## src/rtl/if_stage.sv

```systemverilog
// Instruction-fetch stage: PC register, req/ack fetch from instruction memory,
// IF/ID pipeline register with decode stall, one-entry stall buffer and jump/branch redirect.
module if_stage #(
    parameter logic [31:0] RESET_PC = 32'h0000_0000
) (
    input  logic        clk,
    input  logic        rst_n,
    output logic        imem_req,
    output logic [31:0] imem_addr,
    input  logic        imem_ack,
    input  logic [31:0] imem_rdata,
    input  logic        stall,
    input  logic        jump,
    input  logic        branch_taken,
    output logic        id_valid,
    output logic [31:0] id_instr,
    output logic [31:0] id_pc4,
    output logic [5:0]  op
);

    typedef enum logic [1:0] {
        S_REQ  = 2'd0,
        S_HOLD = 2'd1,
        S_DROP = 2'd2
    } state_t;

    state_t      stateR, stateNext;
    logic        reqR;
    logic [31:0] pcR, pcNext;
    logic [31:0] redirPcR, redirPcNext;
    logic [31:0] bufInstrR, bufInstrNext;
    logic [31:0] bufPc4R, bufPc4Next;
    logic        idValidR, idValidNext;
    logic [31:0] idInstrR, idInstrNext;
    logic [31:0] idPc4R, idPc4Next;

    logic        fire;
    logic        redir;
    logic [31:0] target;
    logic [31:0] pcPlus4;

    function automatic logic [31:0] jumpTarget(input logic [31:0] pc4, input logic [31:0] instr);
        return {pc4[31:28], instr[25:0], 2'b00};
    endfunction

    function automatic logic [31:0] branchTarget(input logic [31:0] pc4, input logic [31:0] instr);
        return pc4 + {{14{instr[15]}}, instr[15:0], 2'b00};
    endfunction

    // A transfer needs the registered request, so a stale ack right after reset is ignored.
    assign fire    = reqR & imem_ack;
    assign redir   = idValidR & ~stall & (jump | branch_taken);
    assign target  = jump ? jumpTarget(idPc4R, idInstrR) : branchTarget(idPc4R, idInstrR);
    assign pcPlus4 = pcR + 32'd4;

    // Next-state and next-register logic for the fetch FSM and IF/ID.
    always_comb begin
        stateNext    = stateR;
        pcNext       = pcR;
        redirPcNext  = redirPcR;
        bufInstrNext = bufInstrR;
        bufPc4Next   = bufPc4R;
        idValidNext  = idValidR;
        idInstrNext  = idInstrR;
        idPc4Next    = idPc4R;
        case (stateR)
            S_REQ: begin
                if (redir) begin
                    idValidNext = 1'b0;
                    idInstrNext = 32'h0000_0000;
                    if (fire) begin
                        pcNext = target;
                    end else begin
                        redirPcNext = target;
                        stateNext   = S_DROP;
                    end
                end else if (fire) begin
                    pcNext = pcPlus4;
                    if (stall) begin
                        bufInstrNext = imem_rdata;
                        bufPc4Next   = pcPlus4;
                        stateNext    = S_HOLD;
                    end else begin
                        idValidNext = 1'b1;
                        idInstrNext = imem_rdata;
                        idPc4Next   = pcPlus4;
                    end
                end else begin
                    stateNext = S_REQ;
                end
            end
            S_HOLD: begin
                if (stall) begin
                    stateNext = S_HOLD;
                end else if (redir) begin
                    pcNext      = target;
                    idValidNext = 1'b0;
                    idInstrNext = 32'h0000_0000;
                    stateNext   = S_REQ;
                end else begin
                    idValidNext = 1'b1;
                    idInstrNext = bufInstrR;
                    idPc4Next   = bufPc4R;
                    stateNext   = S_REQ;
                end
            end
            S_DROP: begin
                // The wrong-path fetch must still complete before the address may change.
                if (fire) begin
                    pcNext    = redirPcR;
                    stateNext = S_REQ;
                end else begin
                    stateNext = S_DROP;
                end
            end
            default: begin
                stateNext = S_REQ;
            end
        endcase
    end

    // State and pipeline registers.
    always_ff @(posedge clk or negedge rst_n) begin
        if (!rst_n) begin
            stateR    <= S_REQ;
            reqR      <= 1'b0;
            pcR       <= RESET_PC;
            redirPcR  <= 32'h0000_0000;
            bufInstrR <= 32'h0000_0000;
            bufPc4R   <= 32'h0000_0000;
            idValidR  <= 1'b0;
            idInstrR  <= 32'h0000_0000;
            idPc4R    <= 32'h0000_0000;
        end else begin
            stateR    <= stateNext;
            reqR      <= (stateNext != S_HOLD);
            pcR       <= pcNext;
            redirPcR  <= redirPcNext;
            bufInstrR <= bufInstrNext;
            bufPc4R   <= bufPc4Next;
            idValidR  <= idValidNext;
            idInstrR  <= idInstrNext;
            idPc4R    <= idPc4Next;
        end
    end

    assign imem_req  = reqR;
    assign imem_addr = pcR;
    assign id_valid  = idValidR;
    assign id_instr  = idInstrR;
    assign id_pc4    = idPc4R;
    assign op        = idInstrR[31:26];

endmodule

```

## config.mk

```make
export PLATFORM = sky130hd
export DESIGN_NAME = if_stage
export DESIGN_NICKNAME = d
export VERILOG_FILES = /design/src/rtl/if_stage.sv
export SDC_FILE = /design/constraint.sdc
export NUM_CORES = 1
export LEC_CHECK = 0
export ABC_AREA = 0
export BUFFER_PORTS_ARGS = -buffer_cell sky130_fd_sc_hd__buf_2
export CORE_MARGIN = 1
export CORE_UTILIZATION = 50
export DETAILED_ROUTE_END_ITERATION = 16
export PLACE_DENSITY = 0.76
export SETUP_SLACK_MARGIN = 0.1
export SYNTH_ARGS = -nofsm -noshare
export SYNTH_HDL_FRONTEND = slang
export SYNTH_SLANG_ARGS = --single-unit
export TNS_END_PERCENT = 1
```

## constraint.sdc

```tcl
create_clock -name clk -period 3.8 [get_ports clk]
set_input_delay 0.95 -clock clk [delete_from_list [all_inputs] [get_ports clk]]
set_output_delay 0.95 -clock clk [all_outputs]
set_load 0.02 [all_outputs]
```

==> reports/qor.yml <==
status: "complete, no violations"
mostFrequentLayoutCells: "nand2_1 (196), dfrtp_1 (196), o21ai_0 (142)"
wl_per_cell_um: 19.52
antenna_cells: 0
avgViaCountPerCell: 5.942
drcViolationCount: 0
powerDensity_nw_per_um2: 940.6
start_kind: "register"
die-height_um: 149.1
dr.pass1.iters: 7
grt_pass1_wl_mm: 48.98
cts_tree: "done"
maxCapViolations: 0
fmax_ghz: 0.3264
synthesis.nets: 1247
async_flop_share: 1.000
drive_gt1_frac: 0.2035
synth_compound_area_frac: 0.1929
crit_type: "reg -> reg"
synthAdderAreaFrac: 0.04117
portBuffers: 141
finalClockSkew_ns: 0.01950
synth_cell_type_count: 66
synth_edf_count: 0
cts_resized: 0
tns_ns: 0
ys_seq_area_frac: 0.4533
finalNetCount: 1357
post-dp-hpwl_mm: 21.64
cts.path.max_buffers: 2
post_cts_buffers: 0
syn-instance-count: 1174
pin_count: 142
fin_crit_sh: 0.8063
syn_area_sq_um: 10820
yosys-mux-area-fraction: 0.09112
irDropWorstVdd_v: 0.0004901
max_slew_margin: 0.3010
ys_ff_latch: 196
hold_class: "reg -> reg"
rsz0062_at_grt: "no"
coreArea_sq_um: 21090
worst_pin_slew_ns: 1.048
via_count: 9341
synthSimpleGateAreaFrac: 0.1475
grt_pass1_vias: 9072
period_needed_ns: 3.064
holdWs_ns: 0.4821
cp-end-kind: "register"
maxSlewViolCount: 0
clkTransAtPathRegs_ns: 0.08
grt_max_degree: 91
insertion_delay_ns: 0.45
cts.sinks: 196
total_leakage_power_uw: 0.005731
area_growth_pct: 14.67
initial_utilization: 0.5131
rows: 53
setup_viol: 0
overflow: 0
die_area_sq_um: 22230
antenna_found_initial: 0
fin_util: 0.5884
drtIter0Drc: 830
avgSynthCellArea_sq_um: 9.217
htree_levels: 4
synth_ff_type: "dfrtp_1"
die-width_um: 149.1
cts_buffers: 17
yosysWarnings: 0
antenna_left: 0
synth_top_family_by_area: "compound AO/OA/AOI/OAI gates"
crit_required_ns: 4.11
critPathArrivalTime_ns: 3.37
cts_root_buf: "clkbuf_16"
cp_max_fo: 10
track_usage: 0.2863
final-hold-violation-count: 0
synth_xor_area_frac: 0.03885
drt_wl_total_mm: 30.68
hold_buffers: 0
gp_congestion: 0.9340
## layout make-up
type / instances / area (sq um)
Sequential cell: 196 / 4905
Fill cell: 1843 / 8680
Tap cell: 275 / 344.1
Inverter: 18 / 67.56
Clock buffer: 17 / 425.4
Multi-Input combinational cell: 886 / 5578
Clock inverter: 15 / 181.4
Timing Repair Buffer: 165 / 907.1
## through the flow
step / area (sq um) / setup WS (ns) / power (uW) / instances
floorplan: 10820 / 0.8911 / 7832 / 1174
global placement: 11800 / 0.8444 / 9569 / 1540
detailed placement: 11800 / 0.7608 / 9735 / 1540
CTS: 12410 / 0.7580 / 11620 / 1572
global route: 12410 / 0.6580 / 12480 / 1572
finish: 12410 / 0.7361 / 11670 / 1572
## critical path, stage by stage, from the launching register on
cell	delay (ns)
dfrtp_1	0.52
ha_1	0.47
a21o_1	0.22
a21o_1	0.19
a21o_1	0.22
or3_1	0.37
a31oi_1	0.16
o21ai_1	0.10
xor2_1	0.18
a211oi_1	0.36
o32ai_1	0.14
## state kept, by name (all words and copies together), names as in the netlist
signal	cells
bufPc4R	32
bufInstrR	32
id_instr	32
redirPcR	32
imem_req	1
imem_addr	32
id_pc4	32
stateR	2
id_valid	1
## report_power, final
part	internal (uW)	leakage, uW	switching [uW]
sequential	3010	0.00244	856
clock	948	0.000293	915
combinational	2240	0.00300	3700
## cell usage after synthesis (all sizes together), types with 9 or more instances
cell / instances / share of area
nand2: 197 / 0.068
a21o: 11 / 0.0076
mux2: 44 / 0.046
buf: 21 / 0.011
ha: 34 / 0.039
clkbuf: 53 / 0.018
nor3: 12 / 0.0056
dfrtp: 196 / 0.45
a21oi: 81 / 0.038
o21a: 18 / 0.012
xnor2: 24 / 0.019
nor2b: 9 / 0.0061
o21ai: 153 / 0.071
xor2: 24 / 0.019
nand3: 17 / 0.0083
nor2: 82 / 0.029
nand4: 9 / 0.0052
o221ai: 10 / 0.0081
a221oi: 15 / 0.012
a31oi: 9 / 0.0072
and3: 12 / 0.0071
inv: 18 / 0.0062
mux2i: 49 / 0.045
## layer usage
metal / share of wire / global-route usage
met5: 0 / 0
met4: 0.023 / 0.1041
met3: 0.080 / 0.05382
met2: 0.45 / 0.4353
met1: 0.45 / 0.4067
## final timing paths
path                       depth (start not counted)  slack (ns)                startpoint                         to
hold / removal                                     2        0.48   bufPc4R[16]$_DFFE_PN0P_    bufPc4R[16]$_DFFE_PN0P_
hold reg to reg                                    2        0.48   bufPc4R[16]$_DFFE_PN0P_    bufPc4R[16]$_DFFE_PN0P_
min in group asynchronous                          1        0.50                     rst_n   bufInstrR[9]$_DFFE_PN0P_
setup reg to reg                                  10        0.74  id_instr[15]$_DFFE_PN0P_  imem_addr[30]$_DFFE_PN0P_
setup / recovery                                  10        0.74  id_instr[15]$_DFFE_PN0P_  imem_addr[30]$_DFFE_PN0P_
max in group asynchronous                          2        2.34                     rst_n    bufPc4R[26]$_DFFE_PN0P_
## kinds of logic (layout without fill, tap and decap cells)
group | count (synthesis) | in the layout
mux | 93 | 93
xor+xnor | 48 | 48
fa+ha+maj | 35 | 35
flops | 196 | 196
buf+inv | 92 | 215
simple gates | 366 | 366
compound gates | 344 | 344
(Power assumes the default switching activity.)
